===== src/rtl/pc_pkg.sv =====
// pc_pkg -- shared definitions for the fetch-stage program-counter logic.
//
// Contents:
//   pc_action_e : the single action the sequencer takes in a cycle.
//   pc_select() : fixed-priority resolution of the control strobes
//                 (stall > ret > call > jump > branch > increment).
// Decode and trace logic reuse both so that they agree with the sequencer
// on which strobe won in a given cycle.
package pc_pkg;

   typedef enum logic [2:0] {
      PC_INC,
      PC_BR,
      PC_JMP,
      PC_CALL,
      PC_RET,
      PC_HOLD
   } pc_action_e;

   // Lower-priority strobes raised in the same cycle are simply dropped.
   function automatic pc_action_e pc_select(input logic i_stall,
                                            input logic i_ret,
                                            input logic i_call,
                                            input logic i_jump,
                                            input logic i_branch);
      pc_action_e w_act;
      if (i_stall)       w_act = PC_HOLD;
      else if (i_ret)    w_act = PC_RET;
      else if (i_call)   w_act = PC_CALL;
      else if (i_jump)   w_act = PC_JMP;
      else if (i_branch) w_act = PC_BR;
      else               w_act = PC_INC;
      return w_act;
   endfunction

endpackage


===== src/rtl/pc_ras.sv =====
// pc_ras -- circular hardware return-address stack.
//
// Ports:
//   clk   in  1      clock, rising edge
//   rst   in  1      synchronous active-high reset (clears pointer and count)
//   push  in  1      write din as the new top entry
//   pop   in  1      discard the top entry (ignored when empty)
//   din   in  AW     address to push
//   top   out AW     current top entry (valid while count != 0)
//   count out CW     number of valid entries, saturating at DEPTH
//
// Pushing while full overwrites the oldest entry: with every slot in use,
// the slot after the top pointer is the oldest one, so advancing the
// pointer and writing there drops it naturally. push and pop are never
// asserted together by the sequencer; push wins if they are.
module pc_ras
   import pc_pkg::*;
#(
   parameter int AW    = 8,
   parameter int DEPTH = 4,
   parameter int CW    = $clog2(DEPTH + 1)
) (
   input  logic          clk,
   input  logic          rst,
   input  logic          push,
   input  logic          pop,
   input  logic [AW-1:0] din,
   output logic [AW-1:0] top,
   output logic [CW-1:0] count
);

   localparam int PW = $clog2(DEPTH);
   localparam logic [PW-1:0] LAST_IDX = PW'(DEPTH - 1);
   localparam logic [CW-1:0] FULL_CNT = CW'(DEPTH);

   logic [AW-1:0] r_mem [DEPTH];
   logic [PW-1:0] r_top;
   logic [CW-1:0] r_count;

   logic [PW-1:0] w_next_ptr;
   logic [PW-1:0] w_prev_ptr;

   // Explicit wrap so DEPTH need not be a power of two.
   assign w_next_ptr = (r_top == LAST_IDX) ? '0 : r_top + PW'(1);
   assign w_prev_ptr = (r_top == '0) ? LAST_IDX : r_top - PW'(1);

   always_ff @(posedge clk) begin
      if (rst) begin
         r_top   <= '0;
         r_count <= '0;
      end else if (push) begin
         r_top <= w_next_ptr;
         if (r_count != FULL_CNT) r_count <= r_count + CW'(1);
      end else if (pop && (r_count != '0)) begin
         r_top   <= w_prev_ptr;
         r_count <= r_count - CW'(1);
      end
   end

   // Entry storage is not reset; contents are meaningless until pushed.
   always_ff @(posedge clk) begin
      if (!rst && push) r_mem[w_next_ptr] <= din;
   end

   assign top   = r_mem[r_top];
   assign count = r_count;

endmodule


===== src/rtl/pc_sequencer.sv =====
// pc_sequencer -- fetch-stage program counter with stall, jump, relative
// branch and call/return through a small return-address stack.
//
// Ports:
//   clk       in  1   clock, rising edge
//   rst       in  1   synchronous active-high reset; beats every other input
//   stall     in  1   hold all state, strobes ignored
//   jump      in  1   pc <= tgt
//   branch    in  1   pc <= pc + off (off signed)
//   call      in  1   push pc+STEP, pc <= tgt
//   ret       in  1   pc <= RAS top (or pc+STEP with unf if RAS empty)
//   tgt       in  AW  absolute target for jump/call
//   off       in  AW  two's-complement branch offset
//   pc        out AW  current instruction address (registered)
//   ras_count out CW  valid RAS entries
//   ras_empty out 1   ras_count == 0
//   ras_full  out 1   ras_count == RAS_DEPTH
//   ovf       out 1   sticky: call while RAS full
//   unf       out 1   sticky: ret while RAS empty
//
// All address arithmetic wraps modulo 2^AW. Priority among strobes:
// ret > call > jump > branch > increment; only one acts per cycle, so the
// RAS never sees a push and a pop together.
module pc_sequencer
   import pc_pkg::*;
#(
   parameter int            AW         = 8,
   parameter int            STEP       = 1,
   parameter logic [AW-1:0] RESET_ADDR = '0,
   parameter int            RAS_DEPTH  = 4
) (
   input  logic                           clk,
   input  logic                           rst,
   input  logic                           stall,
   input  logic                           jump,
   input  logic                           branch,
   input  logic                           call,
   input  logic                           ret,
   input  logic [AW-1:0]                  tgt,
   input  logic [AW-1:0]                  off,
   output logic [AW-1:0]                  pc,
   output logic [$clog2(RAS_DEPTH+1)-1:0] ras_count,
   output logic                           ras_empty,
   output logic                           ras_full,
   output logic                           ovf,
   output logic                           unf
);

   localparam int CW = $clog2(RAS_DEPTH + 1);

   logic [AW-1:0] r_pc;
   logic          r_ovf;
   logic          r_unf;

   pc_action_e    w_action;
   logic [AW-1:0] w_pc_inc;
   logic [AW-1:0] w_pc_br;
   logic [AW-1:0] w_pc_next;
   logic [AW-1:0] w_ras_top;
   logic [CW-1:0] w_ras_count;
   logic          w_ras_empty;
   logic          w_ras_full;
   logic          w_push;
   logic          w_pop;

   assign w_action = pc_select(stall, ret, call, jump, branch);

   // Plain AW-bit adds give the modulo-2^AW wrap; a signed offset adds
   // the same way as an unsigned one in two's complement.
   assign w_pc_inc = r_pc + AW'(STEP);
   assign w_pc_br  = r_pc + off;

   assign w_ras_empty = (w_ras_count == '0);
   assign w_ras_full  = (w_ras_count == CW'(RAS_DEPTH));

   // The pushed return address is the fall-through of the call itself.
   assign w_push = !rst && (w_action == PC_CALL);
   assign w_pop  = !rst && (w_action == PC_RET) && !w_ras_empty;

   pc_ras #(
      .AW    (AW),
      .DEPTH (RAS_DEPTH),
      .CW    (CW)
   ) u_ras (
      .clk   (clk),
      .rst   (rst),
      .push  (w_push),
      .pop   (w_pop),
      .din   (w_pc_inc),
      .top   (w_ras_top),
      .count (w_ras_count)
   );

   always_comb begin
      w_pc_next = r_pc;
      case (w_action)
         PC_RET:  w_pc_next = w_ras_empty ? w_pc_inc : w_ras_top;
         PC_CALL: w_pc_next = tgt;
         PC_JMP:  w_pc_next = tgt;
         PC_BR:   w_pc_next = w_pc_br;
         PC_INC:  w_pc_next = w_pc_inc;
         PC_HOLD: w_pc_next = r_pc;
         default: w_pc_next = r_pc;
      endcase
   end

   always_ff @(posedge clk) begin
      if (rst) begin
         r_pc  <= RESET_ADDR;
         r_ovf <= 1'b0;
         r_unf <= 1'b0;
      end else begin
         r_pc <= w_pc_next;
         if ((w_action == PC_CALL) && w_ras_full)  r_ovf <= 1'b1;
         if ((w_action == PC_RET)  && w_ras_empty) r_unf <= 1'b1;
      end
   end

   assign pc        = r_pc;
   assign ras_count = w_ras_count;
   assign ras_empty = w_ras_empty;
   assign ras_full  = w_ras_full;
   assign ovf       = r_ovf;
   assign unf       = r_unf;

endmodule


===== config.mk =====
export PLATFORM = sky130hd
export DESIGN_NAME = pc_sequencer
export DESIGN_NICKNAME = d
export VERILOG_FILES = /design/src/rtl/pc_pkg.sv /design/src/rtl/pc_ras.sv /design/src/rtl/pc_sequencer.sv
export SDC_FILE = /design/constraint.sdc
export NUM_CORES = 1
export LEC_CHECK = 0
export CAP_MARGIN = 30
export CORE_UTILIZATION = 51
export CTS_CLUSTER_SIZE = 25
export DETAILED_ROUTE_END_ITERATION = 10
export HOLD_SLACK_MARGIN = 0.1
export PLACE_DENSITY = 0.86
export SLEW_MARGIN = 20
export SYNTH_ARGS = -nofsm -noshare
export SYNTH_HDL_FRONTEND = slang
export SYNTH_SLANG_ARGS = --single-unit

===== constraint.sdc =====
create_clock -name clk -period 3.58 [get_ports clk]
set_clock_uncertainty 0.1 [all_clocks]
set_input_delay 0.537 -clock clk [delete_from_list [all_inputs] [get_ports clk]]
set_output_delay 0.537 -clock clk [all_outputs]
set_load 0.1 [all_outputs]

Word-level counts from Yosys, hierarchy flattened
Memories as Yosys holds them, arrays and structs flattened. A register that Yosys moved wholly into a read port is not among the register bits.
Cells that the tools add are included.
{"block": "totals", "inputBits": 23, "output_inout_bits": 15, "memories": 1, "elab_cells": 55, "ram_bits": 32, "reg_bits": 15}
{"block": "classes", "add_sub_neg": 6, "muxes": 18, "reduce_logical": 17, "eq_ne": 8}
{"name": "u_ras.r_mem", "words": 4, "word_bits": 8, "read_ports": 1, "rd_ports_with_merged_regs": 1, "write_ports": 1, "line_no": "pc_ras.sv:36", "rtl": "logic [AW-1:0] r_mem [DEPTH];"}
{"op": "$pmux W8 S4", "n": 1}
{"op": "$mux W2", "n": 8}
{"op": "$mux W3", "n": 5}
{"op": "$add A8 B1 Y8 const B", "n": 1}
{"op": "$add A8 B8 Y8", "n": 1}
{"op": "$mux W8", "n": 1}
{"op": "$logic_and A1 B1 Y1", "n": 7}
{"op": "$eq A3 B2 Y1 const B", "n": 2}
{"op": "$eq A3 B3 Y1 const B", "n": 2}
{"op": "$logic_not A3 Y1", "n": 2}
{"op": "$reduce_bool A4 Y1", "n": 1}
{"op": "$add A3 B1 Y3 const B", "n": 1}
{"op": "$eq A3 B1 Y1 const B", "n": 1}
{"op": "$mux W1", "n": 3}
{"op": "$ne A3 B3 Y1 const B", "n": 1}
{"op": "$reduce_bool A3 Y1", "n": 1}
{"op": "$sub A3 B1 Y3 const B", "n": 1}
{"op": "$add A2 B1 Y2 const B", "n": 1}
{"op": "$eq A2 B2 Y1 const B", "n": 1}
{"op": "$logic_not A1 Y1", "n": 2}
{"op": "$logic_not A2 Y1", "n": 1}
{"op": "$ne A2 B2 Y1 const B", "n": 1}
{"op": "$reduce_and A2 Y1", "n": 1}
{"op": "$reduce_bool A2 Y1", "n": 1}
{"op": "other kinds (2)", "n": 2}

Logic depth before layout (Yosys ltp)
Gate-level depths: netlist of run 1.
{"block": "logic_depth", "ltp_word": 13, "ltp_mapped": 8, "ltp_nobuf": 7}

Modules after synthesis
A second synthesis of run 1 with hierarchy kept.
{"block": "hier_totals", "hier_cells": 209, "hier_area_um2": 2551.2}
{"mod": "pc_ras", "cells_per_inst": 92, "area_each_um2": 1614.0, "seq_area_each_um2": 1101.1, "instances": 1}
{"mod": "pc_sequencer", "cells_per_inst": 117, "area_each_um2": 937.1, "seq_area_each_um2": 200.2, "instances": 1}

Worst setup path before layout of run 1
No wires, ideal clock.
{"block": "synth_path", "path_type": "register to register", "from": "register u_ras.r_count[2], in the netlist u_ras.count[2]", "to": "register u_ras.r_count[1], in the netlist u_ras.count[1]", "path_buffers": 0, "arrival_time_ns": 4.147, "slack_ns": -0.794, "path_stages_with_launch": 5, "setup_time_ns": 0.128, "required_ns": 3.352, "period_less_slack_ns": 4.374, "cell_sequence": "dfxtp_1 nor3b_1 o32a_2 mux2i_1 nor2_1"}
{"block": "synth_via", "elab_chain_len": 6, "elab_cells_between_ends": 9, "cone_classes": "eq/ne (2); reduce/logical (7)"}
{"element": "from (decl)", "line_no": "pc_ras.sv:38", "rtl": "logic [CW-1:0] r_count;"}
{"element": "from (signal assigned)", "line_no": "pc_ras.sv:53", "rtl": "if (r_count != FULL_CNT) r_count <= r_count + CW'(1);"}
{"element": "from (signal assigned)", "line_no": "pc_ras.sv:56", "rtl": "r_count <= r_count - CW'(1);"}
{"element": "$logic_not A3 Y1", "line_no": "pc_sequencer.sv:73", "rtl": "assign w_ras_empty = (w_ras_count == '0);"}
{"element": "$logic_not A1 Y1", "line_no": "pc_sequencer.sv:78", "rtl": "assign w_pop = !rst && (w_action == PC_RET) && !w_ras_empty;"}
{"element": "$logic_and A1 B1 Y1", "line_no": "pc_sequencer.sv:78"}
{"element": "$logic_and A1 B1 Y1", "line_no": "pc_ras.sv:54", "rtl": "end else if (pop && (r_count != '0)) begin"}
{"element": "$reduce_bool A2 Y1 (no line)"}
{"element": "$reduce_and A2 Y1 (no line) *"}
Mark *: on every way between the ends. The rest lies on a longest branch, timed or not.
A chain may end at the register's enable or synchronous reset.

Worst setup path in the final report of run 1
{"block": "layout_path", "from": "register r_pc[0], in the netlist pc[0]", "to": "output port pc[0]"}
{"element": "from (decl)", "line_no": "pc_sequencer.sv:51", "rtl": "logic [AW-1:0] r_pc;"}
{"element": "from (signal assigned)", "line_no": "pc_sequencer.sv:113", "rtl": "r_pc <= w_pc_next;"}
{"element": "to (decl)", "line_no": "pc_sequencer.sv:41", "rtl": "output logic [AW-1:0] pc,"}
No word-level cell between the ends.

==> impl_metrics.csv, run 1 <==
group,metric,value,unit
outcome,outcome,"finished, final reports clean",
yosys,synth-compound-area-share,13.6,%
placed_design,port_buffers,37,
finish,finalNonFillerCells,311,
clock_network,cts_hold_buf,0,
yosys,syn_avg_cell_area,12.3,µm²
clock_network,path_clk_slew,0.09,ns
sta,slew_headroom,34.6,%
yosys,synth_top_family_by_area,"compound AO/OA/AOI/OAI gates",
yosys,synthSimpleGateAreaFrac,11.6,%
detailed_routing,drc_errors,0,
sta,hold_viol,0,
worst_setup_path,crit_chain,"clkdlybuf4s50_1",
clock_network,cts.sinks,49,
global_routing,grt_max_degree,19,
worst_setup_path,crit_fanout,9,
global_routing,overflow,0,
worst_setup_path,start_kind,"flop",
floorplanning,fp.coreArea,4720,µm²
sta,max_freq,381,MHz
worst_setup_path,crit_required,2.94,ns
yosys,synth_mux_area_share,7.63,%
worst_setup_path,crit_arrival,1.99,ns
worst_setup_path,path_delay_family,"buffers and inverters",
hold_path,hold_path.class,"reg -> reg",
clock_network,cts_root_buffer,"clkbuf_8",
finish,layout.nets,281,
sta,setup_slack,0.957,ns
worst_setup_path,critPathKind,"reg -> out",
floorplanning,die_height,71.9,µm
floorplanning,die_area,5170,µm²
yosys,yosysMostFrequentCell,"edfxtp_1",
yosys,ys_warn_count,0,
pwr,powerDensity,421,nW/µm²
floorplanning,start_util,52.8,%
detailed_routing,wl_per_cell,15.6,µm
yosys,async_flop_share,0,%
placed_design,hpwlAfterDp,3.61,mm
pwr,power.leakage,0.00108,µW
clock_network,numCtsBuffers,5,
worst_setup_path,slowest_delay,1.19,ns
yosys,ys_ff_latch,49,
worst_setup_path,cp_slowest_cell,"clkdlybuf4s50_1",
finish,antenna_cells,0,
detailed_routing,viasPerCell,5.73,
job,drv_cap,0,
yosys,ys_seq_area_share,52.2,%
detailed_routing,antenna_left,0,
clock_network,cts_setup_buffers,0,
clock_network,cts_buffer_depth,2,
yosys,synth_ff_type,"edfxtp_1",
placed_design,place_inst,303,
detailed_routing,vias,1782,
yosys,synthCells,203,
finish,area_growth,21.1,%
yosys,yosys-top-cells-area,"edfxtp_1, dfxtp_1, mux4_2",
yosys,synth_edf_count,32,
sta,period_minus_slack,2.62,ns
detailed_routing,wirelength,4.84,mm
detailed_routing,drt_iter0_drc,290,
pwr,peakVddDrop,0.201,mV
yosys,synthAdderAreaFrac,7.83,%
floorplanning,die_w,71.9,µm
yosys,netlist_area,2490,µm²
yosys,synth_top_area_cell,"edfxtp_1",
finish,drive_gt1_share,11.1,%
placed_design,place_worst_setup_slack,0.677,ns
sta,finalSetupViolCount,0,
floorplanning,rows,25,
sta,rsz0062_at_grt,"false",
clock_network,insertion_delay,0.30,ns
sta,period_share,73.3,%
sta,tns,0,ns
yosys,synth_xor_area_share,4.92,%
pwr,power,1270,µW
sta,slew_violations,0,
sta,tightest_slew,0.978,ns
yosys,synth.distinct_cells,48,
yosys,synth_common_cells,"edfxtp_1, dfxtp_1, nand2_1",
floorplanning,num_io_pins,38,
detailed_routing,firstDrtPassIters,5,
yosys,synth_fp_nets,241,
clock_network,cts_resized,0,
global_routing,antenna_found_initial,0,
yosys,synth_top_area_share,38.6,%
placed_design,gp_congestion,0.833,
global_routing,grt_pass1_vias,1690,
clock_network,htreeDepth,2,
clock_network,cts_tree,"built",
global_routing,track_usage,20.5,%
worst_setup_path,crit_buf_inv,1,
worst_setup_path,critPathCaptureType,"primary output",
global_routing,grt_first_pass_wirelength,7.92,mm
-- worst register-to-register path: stages, from the launching register on --
cell      delay (ns)
dfxtp_1         0.67
mux4_2          0.58
a222oi_1        0.29
a21boi_1        0.20
o22ai_1         0.10
-- kinds of logic (layout without fill, tap and decap cells) --
kind of cell / Yosys count / in the layout
AOI/OAI and AO/OA: 48 / 48
xor gates and xnor gates: 14 / 14
adders and majority gates: 15 / 15
buffers and inverters: 11 / 52
DFF: 49 / 49
muxes: 9 / 9
and+or+nand+nor: 57 / 57
-- worst paths after layout --
kind / start / end / slack [ns] / depth (start not counted)
setup / recovery: pc[0] / pc[0] / 0.96 / 1
hold / removal: ovf / ovf / 0.37 / 2
setup reg to reg: flop / pc[7] / 1.55 / 4
hold reg to reg: ovf / ovf / 0.37 / 2
-- final cells by class --
type	instances	area [µm²]
clock buffers	6	72.6
clock inverters	2	15.0
fillers	373	1710
inverters	4	15.0
multi-input cells	143	1140
flip-flops and latches	49	1300
well taps	67	83.8
repair buffers	40	388
-- power by group --
group	internal (µW)	leakage, µW	switching, µW	total, µW
clock	138	0.0000374	178	316
sequential	624	0.000432	27.5	651
combinational	113	0.000611	189	302
-- sequential cells by signal (all words and copies together) (netlist names), named ones only --
| name | flops |
|---|---|
| u_ras.r_top | 2 |
| ovf | 1 |
| u_ras.count | 3 |
| u_ras.r_mem | 32 |
| unf | 1 |
| pc | 8 |
-- stage by stage --
step                util (%)  hold slack [ns]  area, µm²
global route            63.9            0.427       3020
detailed placement      62.0            0.358       2930
finish                  63.9            0.369       3020
global placement        62.0            0.350       2930
CTS                     63.9            0.379       3020
floorplan                  -            0.479       2500
-- cells in the final DEF (no fill, tap or decap), types with 6 or more instances in the layout --
master           Yosys  final
nor2_1              14     14
nand3_1              6      6
a222oi_1             7      7
clkdlybuf4s50_1      0     35
dfxtp_1             17     17
edfxtp_1            32     32
o21ai_0              6      6
ha_1                14     14
nand2_1             16     16
a21oi_1             11     11
xnor2_1              9      9
mux4_2               8      8
-- layer usage --
metal / global-route usage, % / wire [µm] / vias to the layer above
met1: 26.3 / 2160 / 853
met5: 0 / 0 / -
li1: - / - / 859
met2: 35.1 / 2370 / 66
met4: 6.54 / 55 / 0
met3: 4.03 / 251 / 4
No activity file was read; power rests on OpenSTA's default activity.
==> run 2, diff against run 1 <==
Clock period 3.58 ns to 2.7 ns, I/O delays scaled along.
==> run 2 against run 1 <==
Effect of this change:
- worst hold slack improved by 0.022 ns
- first-iteration DRC count decreased by 7.9%
- critical path depth increased by 7
- routed wire length increased by 10%
- worst setup slack got worse by 0.59 ns
- via count increased by 2.4%
- largest cell class unchanged
- largest power group unchanged
- highest routed layer unchanged
==> impl_metrics.csv, run 2 (synthesis results as in run 1) <==
group,metric,value,unit
outcome,outcome,"finished, final reports clean",
floorplanning,num_io_pins,38,
worst_setup_path,r2r_cells,7,
finish,layout.nets,288,
global_routing,track_usage,22.8,%
worst_setup_path,start_kind,"input port",
worst_setup_path,startpoint,"ret",
placed_design,hpwlAfterDp,3.75,mm
detailed_routing,firstDrtPassIters,5,
detailed_routing,wirelength,5.33,mm
hold_path,hold_path.class,"reg -> reg",
sta,tightest_slew,0.770,ns
placed_design,place_worst_setup_slack,0.0531,ns
pwr,power.leakage,0.00116,µW
worst_setup_path,critPathKind,"in -> reg",
sta,finalSetupViolCount,0,
sta,tns,0,ns
worst_setup_path,crit_arrival,2.44,ns
worst_setup_path,crit_fanout,2,
worst_setup_path,timing.rr.end,"pc[6]",
floorplanning,fp.coreArea,4720,µm²
pwr,p_sw,541,µW
floorplanning,die_height,71.9,µm
finish,area_growth,23.2,%
pwr,peakVddDrop,0.428,mV
floorplanning,start_util,52.8,%
global_routing,overflow,0,
sta,hold_viol,0,
detailed_routing,wl_per_cell,16.8,µm
detailed_routing,vias,1824,
floorplanning,die_area,5170,µm²
detailed_routing,antenna_left,0,
detailed_routing,drt_iter0_drc,267,
worst_setup_path,crit_required,2.80,ns
clock_network,cts_buffer_depth,2,
global_routing,grt_max_degree,19,
sta,setup_slack,0.362,ns
finish,drive_gt1_share,19.5,%
finish,antenna_cells,0,
global_routing,grt_first_pass_wirelength,8.85,mm
pwr,p_comb_share,22.8,%
worst_setup_path,r2r_setup_slack,0.56,ns
pwr,swShare,30.1,%
worst_setup_path,cp-endpoint,"u_ras.count[2]",
sta,period_minus_slack,2.34,ns
sta,max_freq,428,MHz
pwr,seqPwrFrac,48.0,%
finish,fillers,342,
global_routing,gr-usage-met1,29.2,%
clock_network,cts_setup_buffers,0,
detailed_routing,drc_errors,0,
clock_network,cts_root_buffer,"clkbuf_8",
clock_network,path_clk_slew,0.09,ns
job,drv_cap,0,
sta,slew_violations,0,
finish,layout_common_cells,"edfxtp_1, buf_4, clkdlybuf4s50_1, nand2_1, dfxtp_1",
global_routing,grt_busiest_layer,"met2",
global_routing,gr-usage-met3,4.17,%
clock_network,cts_hold_buf,0,
floorplanning,die_w,71.9,µm
finish,regMostFlops,"u_ras.r_mem",
sta,rsz0062_at_grt,"false",
sta,period_share,86.6,%
global_routing,grtUsageMet2,38.1,%
global_routing,antenna_found_initial,0,
clock_network,cts.sinks,49,
detailed_routing,viasPerCell,5.74,
worst_setup_path,critPathCaptureType,"flop",
floorplanning,rows,25,
placed_design,gp_congestion,0.815,
pwr,internal-power,1260,µW
placed_design,port_buffers,37,
clock_network,cts_tree,"built",
clock_network,htreeDepth,2,
global_routing,grt_pass1_vias,1849,
clock_network,insertion_delay,0.30,ns
clock_network,cts_resized,0,
finish,largest_register_ffs,32,
pwr,p_clk_share,29.1,%
finish,layout_commonest_cell,"edfxtp_1",
clock_network,numCtsBuffers,5,
sta,slew_headroom,48.3,%
pwr,powerDensity,585,nW/µm²
worst_setup_path,reg2reg_from,"pc[0]",
-- run 2: cell count changes in the layout (fill, tap and decap cells not counted) --
cell | before | now
clkinv_2 | 0 | 1
dfxtp_1 | 17 | 16
buf_4 | 5 | 25
nor3b_2 | 1 | 0
clkdlybuf4s50_1 | 35 | 22
clkinvlp_4 | 2 | 0
bufinv_16 | 0 | 1
clkbuf_1 | 1 | 0
inv_6 | 0 | 1
nor3b_4 | 0 | 1
dfxtp_2 | 0 | 1
-- run 2: critical path, cell delays in order --
cell and delay, ns:
clkdlybuf4s50_1 0.43, or4b_4 0.56, xor2_1 0.16, ha_1 0.21, or3_1 0.36, a21oi_2 0.14, xnor2_1 0.13, nor2_1 0.05
-- run 2: power groups by stage --
stage,Sequential (µW),Combinational (µW),Clock [µW]
floorplan,969,200,0
global placement,879,398,0
detailed placement,880,406,0
CTS,864,409,533
global route,868,437,568
finish,863,410,523
-- run 2: area by class of cell --
| cell class | instances | area (µm²) | area share [%] |
|---|---|---|---|
| Tap cell | 67 | 83.8 | 2.73 |
| Inverter | 4 | 15.0 | 0.489 |
| Sequential cell | 49 | 1300 | 42.4 |
| Timing Repair Buffer | 47 | 408 | 13.3 |
| Clock inverter | 3 | 43.8 | 1.43 |
| Clock buffer | 5 | 68.8 | 2.24 |
| Multi-Input combinational cell | 143 | 1150 | 37.4 |
-- run 2: worst min-delay path by stage --
stage	startpoint	to	slack [ns]	cells after the start
3_3_place_gp	ovf	ovf	0.36	2
5_1_grt	unf	unf	0.45	2
4_1_cts	ovf	ovf	0.40	2
6_report	ovf	ovf	0.39	2
3_5_place_dp	unf	unf	0.37	2
2_1_floorplan	u_ras.r_top[1]	flop	0.48	2
-- run 2: per-stage QoR --
stage               cells  hold WS (ns)  total power [µW]  util [%]  instance area, µm²
CTS                   318         0.399              1810      65.0                3070
global placement      310         0.355              1280      62.6                2960
floorplan             203         0.479              1170         -                2500
global route          318         0.453              1870      65.0                3070
finish                318         0.392              1800      65.0                3070
detailed placement    310         0.371              1290      62.6                2960
-- run 2: per-layer routing --
layer	routed length, µm	vias to the layer above	share of wire (%)
li1	-	884	-
met1	2320	862	43
met2	2590	66	49
met3	288	12	5.4
met4	133	0	2.5
met5	0	-	0
==> run 3, diff against run 2 <==
Settings changed: CELL_PAD_IN_SITES_DETAIL_PLACEMENT set to 1, CELL_PAD_IN_SITES_GLOBAL_PLACEMENT set to 1, CORE_UTILIZATION 51 to 43, PLACE_DENSITY 0.86 to 0.89.
==> run 3 against run 2 <==
Effect of this change:
- sequential power barely moved
- largest cell class unchanged
- largest power group unchanged
- register-to-register slack barely moved
- die area rose by 18%
==> impl_metrics.csv, run 3 (synthesis results as in run 1) <==
group,metric,value,unit
placed_design,hpwlAfterDp,4.70,mm
floorplanning,start_util,45.0,%
worst_setup_path,critPathKind,"in -> reg",
floorplanning,fp.coreArea,5540,µm²
placed_design,place_worst_setup_slack,-0.000296,ns
clock_network,cts_root_buffer,"clkbuf_8",
finish,fillers,597,
clock_network,cts_setup_buffers,0,
detailed_routing,vias,1912,
floorplanning,rows,27,
sta,tns,0,ns
worst_setup_path,crit_arrival,2.44,ns
detailed_routing,firstDrtPassIters,4,
worst_setup_path,r2r_cells,7,
detailed_routing,antenna_left,0,
placed_design,placed_cell_area,2970,µm²
finish,antenna_cells,0,
floorplanning,num_io_pins,38,
pwr,powerDensity,594,nW/µm²
floorplanning,die_area,6110,µm²
global_routing,antenna_found_initial,0,
worst_setup_path,r2r_setup_slack,0.55,ns
detailed_routing,drt_iter0_drc,171,
sta,tightest_slew,0.783,ns
sta,slew_violations,0,
sta,max_freq,425,MHz
clock_network,cts.sinks,49,
sta,period_share,87.1,%
pwr,power.leakage,0.00117,µW
sta,holdWs,0.408,ns
global_routing,overflow,0,
placed_design,port_buffers,37,
sta,period_minus_slack,2.35,ns
hold_path,hold_path.class,"reg -> reg",
sta,setup_slack,0.349,ns
pwr,power,1830,µW
clock_network,cts_resized,0,
sta,finalSetupViolCount,0,
finish,design_area,3090,µm²
finish,area_growth,23.9,%
sta,slew_headroom,47.4,%
hold_path,holdPathStages,2,
finish,multi_input_area,1150,µm²
worst_setup_path,reg2reg_from,"pc[0]",
finish,final-seq-area,1300,µm²
global_routing,grt_max_degree,19,
pwr,peakVddDrop,0.241,mV
detailed_routing,wirelength,6.42,mm
detailed_routing,drc_errors,0,
hold_path,min_to,"ovf",
clock_network,cts_tree,"built",
finish,drive_gt1_share,19.8,%
worst_setup_path,crit_fanout,2,
detailed_routing,viasPerCell,5.90,
worst_setup_path,crit_required,2.79,ns
global_routing,track_usage,22.8,%
clock_network,cts_hold_buf,0,
worst_setup_path,start_kind,"input port",
finish,layout_commonest_cell,"edfxtp_1",
worst_setup_path,critPathCaptureType,"flop",
worst_setup_path,timing.rr.end,"pc[6]",
finish,layout_common_cells,"edfxtp_1, buf_4, clkdlybuf4s50_1, nand2_1, dfxtp_1",
clock_network,cts_buffer_depth,2,
global_routing,grt_pass1_vias,2015,
finish,regMostFlops,"u_ras.r_mem",
floorplanning,die_w,78.1,µm
job,drv_cap,0,
clock_network,htreeDepth,2,
finish,largest_register_ffs,32,
floorplanning,die_height,78.1,µm
global_routing,grt_first_pass_wirelength,10.4,mm
clock_network,insertion_delay,0.30,ns
hold_path,min_from,"ovf",
clock_network,numCtsBuffers,5,
detailed_routing,wl_per_cell,19.8,µm
sta,rsz0062_at_grt,"false",
finish,layout.nets,289,
outcome,outcome,"finished, final reports clean",
placed_design,gp_congestion,0.765,
clock_network,path_clk_slew,0.10,ns
sta,hold_viol,0,
-- run 3: report_power, final --
group	internal [µW]	switching (µW)	leakage, µW
sequential	827	38.5	0.000432
combinational	151	267	0.000675
clock	283	267	0.0000591
total	1260	572	0.00117
-- run 3: worst max path at each step --
stage	cells past startpoint	startpoint	to
2_1_floorplan	6	u_ras.count[0]	pc[7]
3_3_place_gp	8	ret	u_ras.count[2]
3_5_place_dp	8	ret	u_ras.count[2]
4_1_cts	8	ret	u_ras.count[2]
5_1_grt	8	ret	u_ras.count[2]
6_report	8	ret	u_ras.count[2]
-- run 3: area by class of cell --
type	count	area share [%]
flip-flops and latches	49	42.2
multi-input cells	143	37.2
repair buffers	48	13.5
well taps	72	2.92
clock buffers	5	2.23
clock inverters	3	1.54
inverters	4	0.486
-- run 3: routing by layer --
| layer | vias up | GRT usage, % | wire, µm |
|---|---|---|---|
| li1 | 882 | - | - |
| met1 | 949 | 29.6 | 2730 |
| met4 | 0 | 8.33 | 165 |
| met2 | 67 | 38.6 | 3210 |
| met5 | - | 0 | 0 |
| met3 | 14 | 3.26 | 316 |
-- run 3: critical path, stage by stage --
cell	delay (ns)
clkdlybuf4s50_1	0.43
or4b_4	0.55
xor2_1	0.16
ha_1	0.20
or3_1	0.36
a21oi_2	0.14
xnor2_1	0.13
nor2_1	0.07
-- run 3: per-stage QoR --
step                util (%)  std cells
floorplan                  -        203
global placement        53.6        316
detailed placement      53.6        316
CTS                     55.7        324
global route            55.7        324
finish                  55.7        324
